===== config.mk =====
export PLATFORM = sky130hd
export DESIGN_NAME = regfile_read_arbiter
export DESIGN_NICKNAME = d
export VERILOG_FILES = /design/src/rtl/regfile_read_arbiter.sv
export SDC_FILE = /design/constraint.sdc
export NUM_CORES = 1
export LEC_CHECK = 0
export CAP_MARGIN = 20
export CORE_MARGIN = 1.5
export CORE_UTILIZATION = 40
export DETAILED_ROUTE_END_ITERATION = 10
export PLACE_DENSITY_LB_ADDON = 0.12
export SLEW_MARGIN = 10
export SYNTH_ARGS = -nofsm -noshare
export SYNTH_HDL_FRONTEND = slang
export SYNTH_SLANG_ARGS = --single-unit

===== constraint.sdc =====
create_clock -name clk_i -period 7.9 [get_ports clk_i]
set_input_delay 0.79 -clock clk_i [delete_from_list [all_inputs] [get_ports clk_i]]
set_output_delay 0.79 -clock clk_i [all_outputs]
set_load 0.02 [all_outputs]

===== src/rtl/regfile_read_arbiter.sv =====
// regfile_read_arbiter: round-robin sharing of the single register-file read port,
// with a registered mux select, write-to-read bypass and an optional hard-wired zero register.
`default_nettype none

module regfile_read_arbiter #(
  parameter int N          = 64,
  parameter int REQS       = 4,
  parameter int ZERO_REG31 = 1
) (
  input  logic              clk_i,
  input  logic              rst_i,
  input  logic [REQS-1:0]   req_valid_i,
  input  logic [5*REQS-1:0] req_addr_i,
  output logic [REQS-1:0]   req_ready_o,
  input  logic              hold_i,
  output logic [4:0]        rf_sel_o,
  input  logic [N-1:0]      rf_data_i,
  input  logic              wr_en_i,
  input  logic [4:0]        wr_addr_i,
  input  logic [N-1:0]      wr_data_i,
  output logic [REQS-1:0]   rsp_valid_o,
  output logic [N-1:0]      rsp_data_o
);

  localparam int PW = (REQS > 1) ? $clog2(REQS) : 1;

  logic [PW-1:0]   ptr_q, ptr_d;
  logic [4:0]      rf_sel_q, rf_sel_d;
  logic [REQS-1:0] own_q, own_d;
  logic            v1_q, v1_d;
  logic [REQS-1:0] rsp_valid_q, rsp_valid_d;
  logic [N-1:0]    rsp_data_q, rsp_data_d;

  logic [REQS-1:0] grant_w;
  logic [PW-1:0]   gidx_w;
  logic [PW-1:0]   idx_w;
  logic            found_w;
  logic [4:0]      gaddr_w;

  // Search starts one past the last winner so every requester gets a turn.
  always_comb begin
    grant_w = '0;
    gidx_w  = ptr_q;
    idx_w   = '0;
    found_w = 1'b0;
    if (!rst_i && !hold_i) begin
      for (int k = 1; k <= REQS; k++) begin
        idx_w = PW'((int'(ptr_q) + k) % REQS);
        if (!found_w && req_valid_i[idx_w]) begin
          found_w         = 1'b1;
          grant_w[idx_w]  = 1'b1;
          gidx_w          = idx_w;
        end
      end
    end
  end

  assign gaddr_w = req_addr_i[int'(gidx_w)*5 +: 5];

  always_comb begin
    ptr_d       = ptr_q;
    rf_sel_d    = rf_sel_q;
    own_d       = own_q;
    v1_d        = 1'b0;
    rsp_valid_d = '0;
    rsp_data_d  = rsp_data_q;
    if (found_w) begin
      ptr_d    = gidx_w;
      rf_sel_d = gaddr_w;
      own_d    = grant_w;
      v1_d     = 1'b1;
    end
    // Zero register beats bypass, bypass beats the (stale) mux output.
    if (v1_q) begin
      rsp_valid_d = own_q;
      if ((ZERO_REG31 != 0) && (rf_sel_q == 5'd31))
        rsp_data_d = '0;
      else if (wr_en_i && (wr_addr_i == rf_sel_q))
        rsp_data_d = wr_data_i;
      else
        rsp_data_d = rf_data_i;
    end
  end

  always_ff @(posedge clk_i) begin
    if (rst_i) begin
      ptr_q       <= PW'(REQS - 1);
      rf_sel_q    <= '0;
      own_q       <= '0;
      v1_q        <= 1'b0;
      rsp_valid_q <= '0;
      rsp_data_q  <= '0;
    end else begin
      ptr_q       <= ptr_d;
      rf_sel_q    <= rf_sel_d;
      own_q       <= own_d;
      v1_q        <= v1_d;
      rsp_valid_q <= rsp_valid_d;
      rsp_data_q  <= rsp_data_d;
    end
  end

  assign req_ready_o = grant_w;
  assign rf_sel_o    = rf_sel_q;
  assign rsp_valid_o = rsp_valid_q;
  assign rsp_data_o  = rsp_data_q;

endmodule

`default_nettype wire


Yosys cells after proc, flatten, opt, wreduce, memory -nomap -nowiden

Cells that the tools add are included.

Reductions and logical operators: 15
Muxes and demuxes: 40
$lt $le $gt $ge: 8
Add/sub/neg operators: 4
Shift-type cells: 1
Bitwise operators: 4
Eq/ne operators: 2
$mul: 1

Operator list:

| kind                                                                                 | number |
|---|---|
| 64-bit two-way mux                                                                   | 2 |
| 4-bit two-way mux                                                                    | 8 |
| 20-bit by 6-bit indexed part select with 5-bit output                                | 1 |
| 1-bit two-way mux                                                                    | 17 |
| 2-bit by 3-bit less-than comparator with 1-bit output (second input constant)        | 4 |
| 4-bit OR                                                                             | 3 |
| 2-bit two-way mux                                                                    | 5 |
| 1-bit logical AND                                                                    | 9 |
| 1-bit binary-select mux with 2-bit select                                            | 4 |
| 1-bit demux with 2-bit select                                                        | 4 |
| 2-bit by 1-bit greater-or-equal comparator with 1-bit output (second input constant) | 4 |
| 5-bit equality test                                                                  | 1 |
| 5-bit equality test (second input constant)                                          | 1 |
| 1-bit logical NOT                                                                    | 5 |
| 2-bit by 3-bit multiplier with 5-bit output (second input constant)                  | 1 |
| 2-bit by 1-bit adder with 2-bit output (second input constant)                       | 2 |
| 2-bit adder (second input constant)                                                  | 2 |
| 2-bit OR reduction                                                                   | 1 |
| 1-bit NOT                                                                            | 1 |

Output and inout port bits: 77
Bits of input ports: 161
Word-level logic and storage cells: 81
Register bits after elaboration: 80

Logic depth before layout (Yosys ltp)

Gate-level depths: netlist (run 1).

Word-level depth: 19
Gate-level depth with buffers: 11
Mapped depth without buffers: 8

Least setup slack after synthesis (run 1)

Ideal clock, no wire load.

Path kind: reg2out
From: register ptr_q[0]
To: output port req_ready_o[2]
Arrival: 2.479 ns
Slack: 4.631 ns
Buffers on the path: 2
Stages on the path, launching flop included: 9
Required time: 7.110 ns
Path through: dfxtp_1 > buf_6 > clkinv_1 > ha_1 > mux4_2 > nor2b_4 > clkbuf_1 > a222oi_1 > a21oi_1

Longest elaborated chain between the ends: 17
Elaborated cells between the ends (all ways): 55
Classes of those cells: add/sub (4); order compare (8); mux (30); bitwise (3); reduce/logical (10)

RTL lines:

| element                                                                                        | RTL line | RTL |
|---|---|---|
| start, declared                                                                                | 27       | `logic [PW-1:0] ptr_q, ptr_d;` |
| start signal, assigned                                                                         | 87       | `ptr_q <= PW'(REQS - 1);` |
| start signal, assigned                                                                         | 94       | `ptr_q <= ptr_d;` |
| branches (longest 15 deep; another with 2-bit by 3-bit less-than comparator with 1-bit output) | --       |  |
| 4-bit two-way mux *                                                                            | 49       | `if (!found_w && req_valid_i[idx_w]) begin` |
| 4-bit two-way mux *                                                                            | 46       | `if (!rst_i && !hold_i) begin` |
| end, declared                                                                                  | 14       | `output logic [REQS-1:0] req_ready_o,` |

Mark *: on every way between the ends. The select of a mux whose other input is x is not followed.

Worst setup path after layout (run 1)

From: register ptr_q[0]
To: output port req_ready_o[1]

The elaborated chain is that of the path after synthesis.

==> metrics, run 1 <==
Avg WL per Cell=16.6 um; Die Ht=106 um; Worst EP required=7.11 ns; Net Count, Synth=626; DRT antenna net count=0; Finished Core Util=66.9%; worst slew pin tran=1.10 ns; clk root buf=clkbuf_8; PostCTS Resize Cnt=0; total congestion overflow=0; maxcap violations=0; CTS max path bufs=2; fin cells=808; hold_ws=0.488 ns; Mean Syn Cell Area=9.35 sq um; leakage=2.54 nW; Die X-Extent=106 um; via count=4,333; Finished Cell Area=6910 sq um; top layer in use=met4; Starting DRT DRC Count=222; xor and xnor area share after synthesis=1.02%; Ant. Diodes=0; Yosys cell types=48; DRC Markers=0; status=completed; critical path launch point type=flip-flop; critical path type=reg2out; floorplan core area=10,300 sq um; Post-Synthesis Cells=457; initial antenna violation count=0; initial core utilization=41.4%; area share of fa/ha/maj cells after synthesis=2.34%; H-tree level count=3; largest area contributor in the netlist=dfxtp_1; Simple-Gate Fraction of Synth Area=13.8%; Synth Area in Compound Gates=23.3%; final wirelength=13,400 um; layout cells sized above 1=5.65%; warnings from Yosys=0; Hold Path Class=reg2reg; Max-slew headroom=26.3%; crit end category=output pin; main combinational cell family by area after synthesis=compound AO/OA/AOI/OAI gates; Final period util=56.0%; CTS Buf Count=9; first-pass GRT wire length=20,500 um; Area growth syn-to-layout=61.6%; number of vias per cell=5.36; EDFF count, synth=0; Max Slew Vio Count=0; die footprint=11,300 sq um; post-detail-place hpwl=10,100 um; port buffer count=237; wire length on met1=5380 um; Post-Place Cells=791; final setup fails=0; Max Fclk=226 MHz; # nets final=836; dominant synthesized flop cell=dfxtp_1; Tmin final=4.42 ns; critical path fanouts, max=30; row count=37; post-synthesis mux area share=16.6%; skew final=0.00952 ns; sequential element share of the synthesized area=37.5%; main area contributors after synthesis=dfxtp_1 (37%), mux2i_1 (15%), a2bb2oi_1 (13%); largest net degree at the start of global routing=75; Syn Std Cell Area=4270 sq um; total I/O pin count=238; CTS Sinks=80; setup TNS after final layout=0 ns; worst vdd ir=0.112 mV; routed wl met2=6860 um; Async SR Flop Fraction=0%; Hold Vio Cnt, Final=0; Clk Latency, worst-skew pair=0.34 ns; DRT Pass-1 Iters=4; Tot GR Track Use=22.6%; Synth top area share=37.5%; Synth Register Bits=80; clock slew at reported path FFs=0.08 ns; vias in the first global route=4,091; Post-DP Area=6670 sq um; Power Density=158 nW/um^2; RSZ-0062 raised after global routing=false; CTS tree=done; Arr. time, crit path=3.63 ns; gpl congestion=0.936; Post-CTS Hold Buffers=0; wire length on met3=938 um; Post-CTS Setup Repair Bufs=0
==> placed cells by master (no fill, tap or decap), types with 2 or more instances in the layout <==
cell type,count
nand3_1,6
a2111oi_0,2
ha_1,8
nand2b_1,3
mux2_2,2
nor3b_1,2
a2bb2oi_1,64
nand2_1,18
o211ai_1,6
clkbuf_8,9
xor2_1,4
a211o_1,5
and2_1,4
or3_1,3
a21boi_0,2
mux2i_1,64
clkdlybuf4s50_1,236
a211oi_1,2
clkinvlp_4,2
nor3_1,8
buf_4,5
a21o_1,4
o221a_1,5
a21oi_1,6
inv_1,8
dfxtp_1,80
o31ai_2,3
mux4_2,2
bufinv_16,2
nor2_1,68
nand3b_1,6
o31ai_1,2
o21ai_0,2
a2111oi_2,3
a222oi_1,5
==> final cells by class <==
cell class / count / area [sq um]
multi-input combinational: 323 / 2450
timing repair buffer: 243 / 2420
tap: 136 / 170
clock buffer: 10 / 128
sequential: 80 / 1600
clock inverter: 6 / 92.6
inverter: 10 / 37.5
fill: 886 / 3420
==> critical path, cell delays in order (launching register included) <==
cell	delay (ns)
dfxtp_1	0.31
buf_4	0.29
clkinv_1	0.35
ha_1	0.49
nor2b_1	0.16
a21oi_1	0.12
a211oi_1	0.49
a222oi_1	0.20
a21oi_1	0.24
clkdlybuf4s50_1	0.65
==> state kept, by name (all words and copies together) (netlist names) <==
register     count
own_q            4
ptr_q            2
rf_sel_o         5
rsp_data_o      64
rsp_valid_o      4
v1_q             1
==> path summary, 6_finish.rpt <==
path                       start              to  slack (ns)  depth (start not counted)
setup / recovery        ptr_q[0]  req_ready_o[1]        3.48                          9
hold / removal    rsp_data_o[23]  rsp_data_o[23]        0.49                          2
hold reg to reg   rsp_data_o[23]  rsp_data_o[23]        0.49                          2
setup reg to reg        ptr_q[0]     rf_sel_o[2]        4.61                          9
==> metal layers <==
layer  track usage [%]  vias to the layer above
met5                 0                        -
met4              6.76                        0
met3              4.05                       16
met2              40.2                      172
met1              27.5                     2049
li1                  -                     2096
==> synthesized netlist by cell type (2+ instances only) <==
master      n
dfxtp_1    80
nor2_1     68
a2bb2oi_1  64
mux2i_1    64
clkbuf_1   22
nand2_1    18
buf_1      11
inv_1       9
buf_2       8
ha_1        8
nor3_1      8
a21oi_1     6
nand3_1     6
nand3b_1    6
o211ai_1    6
a211o_1     5
a222oi_1    5
o221a_1     5
a21o_1      4
and2_1      4
xor2_1      4
a2111oi_2   3
buf_6       3
nand2b_1    3
o31ai_2     3
or3_1       3
a2111oi_0   2
a211oi_1    2
a21boi_0    2
mux2_2      2
mux4_2      2
nor3b_1     2
o21ai_0     2
o21ai_1     2
o31ai_1     2
==> stage by stage <==
stage,setup WS (ns),total power [mW]
6_report,3.48,1.09
5_1_grt,3.11,1.14
4_1_cts,3.52,1.10
3_5_place_dp,3.58,0.770
3_3_place_gp,3.69,0.766
2_1_floorplan,4.63,0.618
==> report_power, final <==
group	switching [mW]	leakage [nW]	internal, mW
logic	0.139	1.78	0.179
registers	0.0163	0.654	0.427
clock network	0.151	0.103	0.180
==> cells by family after synthesis <==
logic type	count (synthesis)
xor gates and xnor gates	5
adders and majority gates	8
and+or+nand+nor	127
DFF	80
buffers and inverters	54
AOI/OAI and AO/OA	115
muxes	68
No activity file was read; power rests on OpenSTA's default activity.
==> run 2: changes to the inputs <==
--- a/config.mk
+++ b/config.mk
@@ -7,7 +7,7 @@
 export LEC_CHECK = 0
 export CAP_MARGIN = 20
 export CORE_MARGIN = 1.5
-export CORE_UTILIZATION = 40
+export CORE_UTILIZATION = 39
 export DETAILED_ROUTE_END_ITERATION = 10
 export PLACE_DENSITY_LB_ADDON = 0.12
 export SLEW_MARGIN = 10
==> constraint.sdc (replaced) <==
create_clock -name clk_i -period 4.6 [get_ports clk_i]
set_input_delay 0.46 -clock clk_i [delete_from_list [all_inputs] [get_ports clk_i]]
set_output_delay 0.46 -clock clk_i [all_outputs]
set_load 0.02 [all_outputs]
==> metrics, run 2 (synthesis gave the netlist of run 1 again) <==
status=completed; DRC Markers=0 (unchanged); skew final=0.00951 ns (-0.0000105 ns); CTS max path bufs=2 (unchanged); # nets final=836 (unchanged); Power Density=270 nW/um^2 (+71%); r2r setup slk=1.28 ns (-3.33 ns); critical path launch point type=flip-flop; Starting DRT DRC Count=177 (-20%); critical path fanouts, max=30 (unchanged); Largest register FFs=64 (unchanged); reg2reg start=ptr_q[0]; Die Ht=108 um (+1.2%); Clk Latency, worst-skew pair=0.34 ns (about the same); Avg WL per Cell=16.5 um (-0.70%); port buffer count=237 (unchanged); CTS Buf Count=9 (unchanged); largest net degree at the start of global routing=74 (-1.3%); RR Endpoint=rf_sel_o[0]; number of vias per cell=5.26 (-1.9%); setup TNS after final layout=0 ns (unchanged); Hold Path Class=reg2reg; Post-CTS Hold Buffers=0 (unchanged); RSZ-0062 raised after global routing=false; DRT Pass-1 Iters=4 (unchanged); most common cell after layout, fill and taps aside=clkdlybuf4s50_1; post-detail-place hpwl=10,100 um (+0.11%); Ant. Diodes=0 (unchanged); row count=38 (+2.7%); clock slew at reported path FFs=0.08 ns (about the same); Worst EP required=4.14 ns (-2.97 ns); Tot GR Track Use=22.1% (-0.48 points); Tmin final=4.16 ns; DRT antenna net count=0 (unchanged); initial antenna violation count=0 (unchanged); Max Fclk=240 MHz; CTS tree=done; H-tree level count=3 (unchanged); worst slew pin tran=1.04 ns (-0.0608 ns); Arr. time, crit path=3.70 ns (+0.07 ns); layout cells sized above 1=5.65% (unchanged); Pwr Total=1.87 mW (+71%); PostCTS Resize Cnt=0 (unchanged); total I/O pin count=238 (unchanged); Hold Vio Cnt, Final=0 (unchanged); Area growth syn-to-layout=62.0%; clk root buf=clkbuf_8; total congestion overflow=0 (unchanged); Post-Place Cells=794 (+0.38%); critical path type=reg2out; hold path cells=2 (unchanged); CTS Sinks=80 (unchanged); Post-CTS Setup Repair Bufs=0 (unchanged); leakage=2.54 nW (+0.10%); first-pass GRT wire length=20,300 um (-1.0%); vias in the first global route=3,981 (-2.7%); hold endpoint=rsp_data_o[13]; via count=4,273 (-1.4%); fillcell total=946 (+6.8%); Final period util=90.5%; initial core utilization=39.8% (-1.6 points); commonest non-fill, non-tap cells in the layout=clkdlybuf4s50_1 (236), dfxtp_1 (80), nor2_1 (68); crit end category=output pin; gpl congestion=0.926 (-1.0%); fin cells=812 (+0.50%); worst vdd ir=0.159 mV (+42%); Max Slew Vio Count=0 (unchanged); final setup fails=0 (unchanged); die footprint=11,600 sq um (+2.5%); Max-slew headroom=30.4% (+4.1 points); Reg2Reg Depth=10 (+1); hold_sp=rsp_data_o[13]; Post-DP Area=6680 sq um (+0.15%); final wirelength=13,400 um (-0.21%); Finished Cell Area=6920 sq um (+0.22%); Die X-Extent=108 um (+1.2%); maxcap violations=0 (unchanged); floorplan core area=10,700 sq um (+4.1%)
-- run 2: cell counts in the layout (fill, tap and decap cells not counted) --
Identical to the previous run, type by type.
-- run 2: cell type report --
class                   count  area, sq um  share of cell area (%)
repair buffers            243         2430                    35.2
multi-input cells         323         2450                    35.4
clock inverters             6         92.6                    1.34
flip-flops and latches     80         1600                    23.1
clock buffers              10          128                    1.84
inverters                  10         37.5                   0.542
well taps                 140          175                    2.53
-- run 2: per-layer routing --
| metal | vias up | share of wire, % | routed length, um | GRT usage (%) |
|---|---|---|---|---|
| met5 | - | 0 | 0 | 0 |
| met4 | 0 | 1.5 | 206 | 7.05 |
| met3 | 14 | 6.6 | 880 | 5.15 |
| met2 | 154 | 50 | 6730 | 39.1 |
| met1 | 2015 | 42 | 5570 | 26.3 |
| li1 | 2090 | - | - | - |
-- run 2: worst max path at each step --
stage / start / end / slack (ns) / cells past startpoint
2_1_floorplan: ptr_q[0] / req_ready_o[2] / 1.66 / 8
3_3_place_gp: ptr_q[0] / req_ready_o[0] / 0.99 / 9
3_5_place_dp: ptr_q[0] / req_ready_o[0] / 0.90 / 9
4_1_cts: ptr_q[0] / req_ready_o[0] / 0.48 / 9
5_1_grt: ptr_q[0] / req_ready_o[3] / 0.09 / 9
6_report: ptr_q[0] / req_ready_o[0] / 0.44 / 9
-- run 2: where the power goes --
group / switching [mW] / total [mW] / internal, mW
Combinational: 0.238 / 0.544 / 0.307
Sequential: 0.0278 / 0.761 / 0.733
Clock: 0.258 / 0.567 / 0.309
Total: 0.523 / 1.87 / 1.35
-- run 2: metrics by stage --
step / util (%) / hold WS (ns) / setup WS [ns]
6_report: 64.4 / 0.486 / 0.439
5_1_grt: 64.4 / 0.510 / 0.0940
4_1_cts: 64.2 / 0.492 / 0.476
3_5_place_dp: 62.1 / 0.472 / 0.895
3_3_place_gp: 62.1 / 0.466 / 0.988
2_1_floorplan: - / 0.418 / 1.66
-- run 2: worst max-delay path, cell delays in order (launching register included) --
cell	delay, ns
dfxtp_1	0.31
buf_4	0.29
clkinv_1	0.36
ha_1	0.48
nor3b_1	0.20
a21oi_1	0.10
a211oi_1	0.52
a222oi_1	0.21
a21oi_1	0.23
clkdlybuf4s50_1	0.65
==> run 3: changes to the inputs <==
--- a/config.mk
+++ b/config.mk
@@ -6,6 +6,7 @@
 export NUM_CORES = 1
 export LEC_CHECK = 0
 export CAP_MARGIN = 20
+export CORE_ASPECT_RATIO = 2
 export CORE_MARGIN = 1.5
 export CORE_UTILIZATION = 39
 export DETAILED_ROUTE_END_ITERATION = 10
==> metrics, run 3 (synthesis gave the netlist of run 1 again) <==
initial antenna violation count=0 (unchanged); vias in the first global route=4,455 (+12%); commonest non-fill, non-tap cells in the layout=clkdlybuf4s50_1 (236), dfxtp_1 (80), nor2_1 (68); register area=1600 sq um (unchanged); final worst setup slack=0.627 ns (+0.188 ns); CTS max path bufs=2 (unchanged); maxcap violations=0 (unchanged); Starting DRT DRC Count=177 (unchanged); setup TNS after final layout=0 ns (unchanged); CP top delay family=compound AO/OA/AOI/OAI gates; clk root buf=clkbuf_16; CTS Buf Count=9 (unchanged); critical path launch point type=flip-flop; critical path fanouts, max=10 (-67%); row count=53 (+39%); number of vias per cell=5.38 (+2.2%); Max Fclk=252 MHz (+4.7%); Hold Path Class=reg2reg; Avg WL per Cell=18.0 um (+9.0%); CTS Sinks=80 (unchanged); final wirelength=14,600 um (+8.8%); clock slew at reported path FFs=0.06 ns (-0.02 ns); worst slew pin tran=0.738 ns (-0.304 ns); Pwr Total=2.00 mW (+6.6%); gpl congestion=0.880 (-4.9%); Final period util=86.4% (-4.1 points); final setup fails=0 (unchanged); post-detail-place hpwl=11,300 um (+12%); leakage=2.61 nW (+2.4%); RSZ-0062 raised after global routing=false; H-tree level count=3 (unchanged); Worst EP required=4.14 ns (about the same); skew final=0.00430 ns (-0.00521 ns); worst vdd ir=0.201 mV (+26%); die footprint=11,600 sq um (+0.33%); first-pass GRT wire length=22,100 um (+8.8%); most common cell after layout, fill and taps aside=clkdlybuf4s50_1; status=completed; layout cells sized above 1=6.08% (+0.43 points); Hold Vio Cnt, Final=0 (unchanged); Die Ht=151 um (+40%); initial core utilization=40.3% (+0.51 points); slowest CP cell=clkdlybuf4s50_1; Die X-Extent=77.0 um (-28%); Multi-input gate area=2450 sq um (unchanged); largest net degree at the start of global routing=74 (unchanged); total congestion overflow=0 (unchanged); max incr delay on CP=0.65 ns (about the same); Post-CTS Setup Repair Bufs=0 (unchanged); Area growth syn-to-layout=64.5%; DRC Markers=0 (unchanged); crit end category=output pin; Buf/Inv on CP=2 (-1); total I/O pin count=238 (unchanged); DRT Pass-1 Iters=4 (unchanged); Clk Latency, worst-skew pair=0.33 ns (about the same); Max Slew Vio Count=0 (unchanged); DRT antenna net count=0 (unchanged); Power Density=284 nW/um^2 (+5.0%); Post-CTS Hold Buffers=0 (unchanged); post-place setup slack=0.936 ns (+0.0404 ns); Largest register FFs=64 (unchanged); Ant. Diodes=0 (unchanged); port buffer count=237 (unchanged); Max-slew headroom=50.8% (+20 points); fillcell total=926 (-2.1%); Tot GR Track Use=24.3% (+2.2 points); floorplan core area=10,600 sq um (-1.3%); cells along the critical path=inv_1 -> ha_1 -> nor3b_1 -> a21oi_1 -> a211oi_1 -> a222oi_1 -> a21oi_1 -> clkdlybuf4s50_1; Tmin final=3.97 ns (-0.188 ns); CTS tree=done; Arr. time, crit path=3.51 ns (-0.19 ns); via count=4,362 (+2.1%); CP dominant cell by count=a21oi_1; critical path type=reg2out; PostCTS Resize Cnt=0 (unchanged); # nets final=838 (+0.24%)
-- run 3: worst paths after layout --
kind / slack [ns] / start / endpoint / cells past startpoint
worst max-delay path: 0.63 / ptr_q[1] / req_ready_o[1] / 8
worst min register to register: 0.46 / own_q[3] / own_q[3] / 1
worst max register to register: 1.51 / ptr_q[1] / rf_sel_o[4] / 8
worst min-delay path: 0.46 / own_q[3] / own_q[3] / 1
-- run 3: layout make-up --
class	count	share of cell area (%)
inverters	10	0.534
clock inverters	5	0.570
flip-flops and latches	80	22.8
clock buffers	11	3.60
well taps	137	2.44
repair buffers	245	35.2
multi-input cells	323	34.9
-- run 3: per-stage QoR --
step / util [%] / instance area (sq um) / hold slack, ns / instances
floorplan: - / 4270 / 0.418 / 457
global placement: 63.0 / 6690 / 0.451 / 793
detailed placement: 63.0 / 6690 / 0.443 / 793
CTS: 65.8 / 6980 / 0.458 / 809
global route: 66.3 / 7030 / 0.472 / 811
finish: 66.3 / 7030 / 0.460 / 811
-- run 3: per-layer routing --
metal | wire length [um] | share of wire, % | up-vias | track usage (%)
met5 | 0 | 0 | - | 0
met4 | 467 | 3.2 | 0 | 10.5
met3 | 916 | 6.3 | 28 | 5.78
met2 | 8340 | 57 | 182 | 49.6
met1 | 4840 | 33 | 2053 | 22.0
li1 | - | - | 2099 | -
-- run 3: report_power, final --
part / total, mW / switching, mW / internal [mW] / leakage, nW
logic: 0.556 / 0.245 / 0.310 / 1.81
clock network: 0.678 / 0.279 / 0.398 / 0.146
registers: 0.762 / 0.0282 / 0.734 / 0.654
total: 2.00 / 0.553 / 1.44 / 2.61
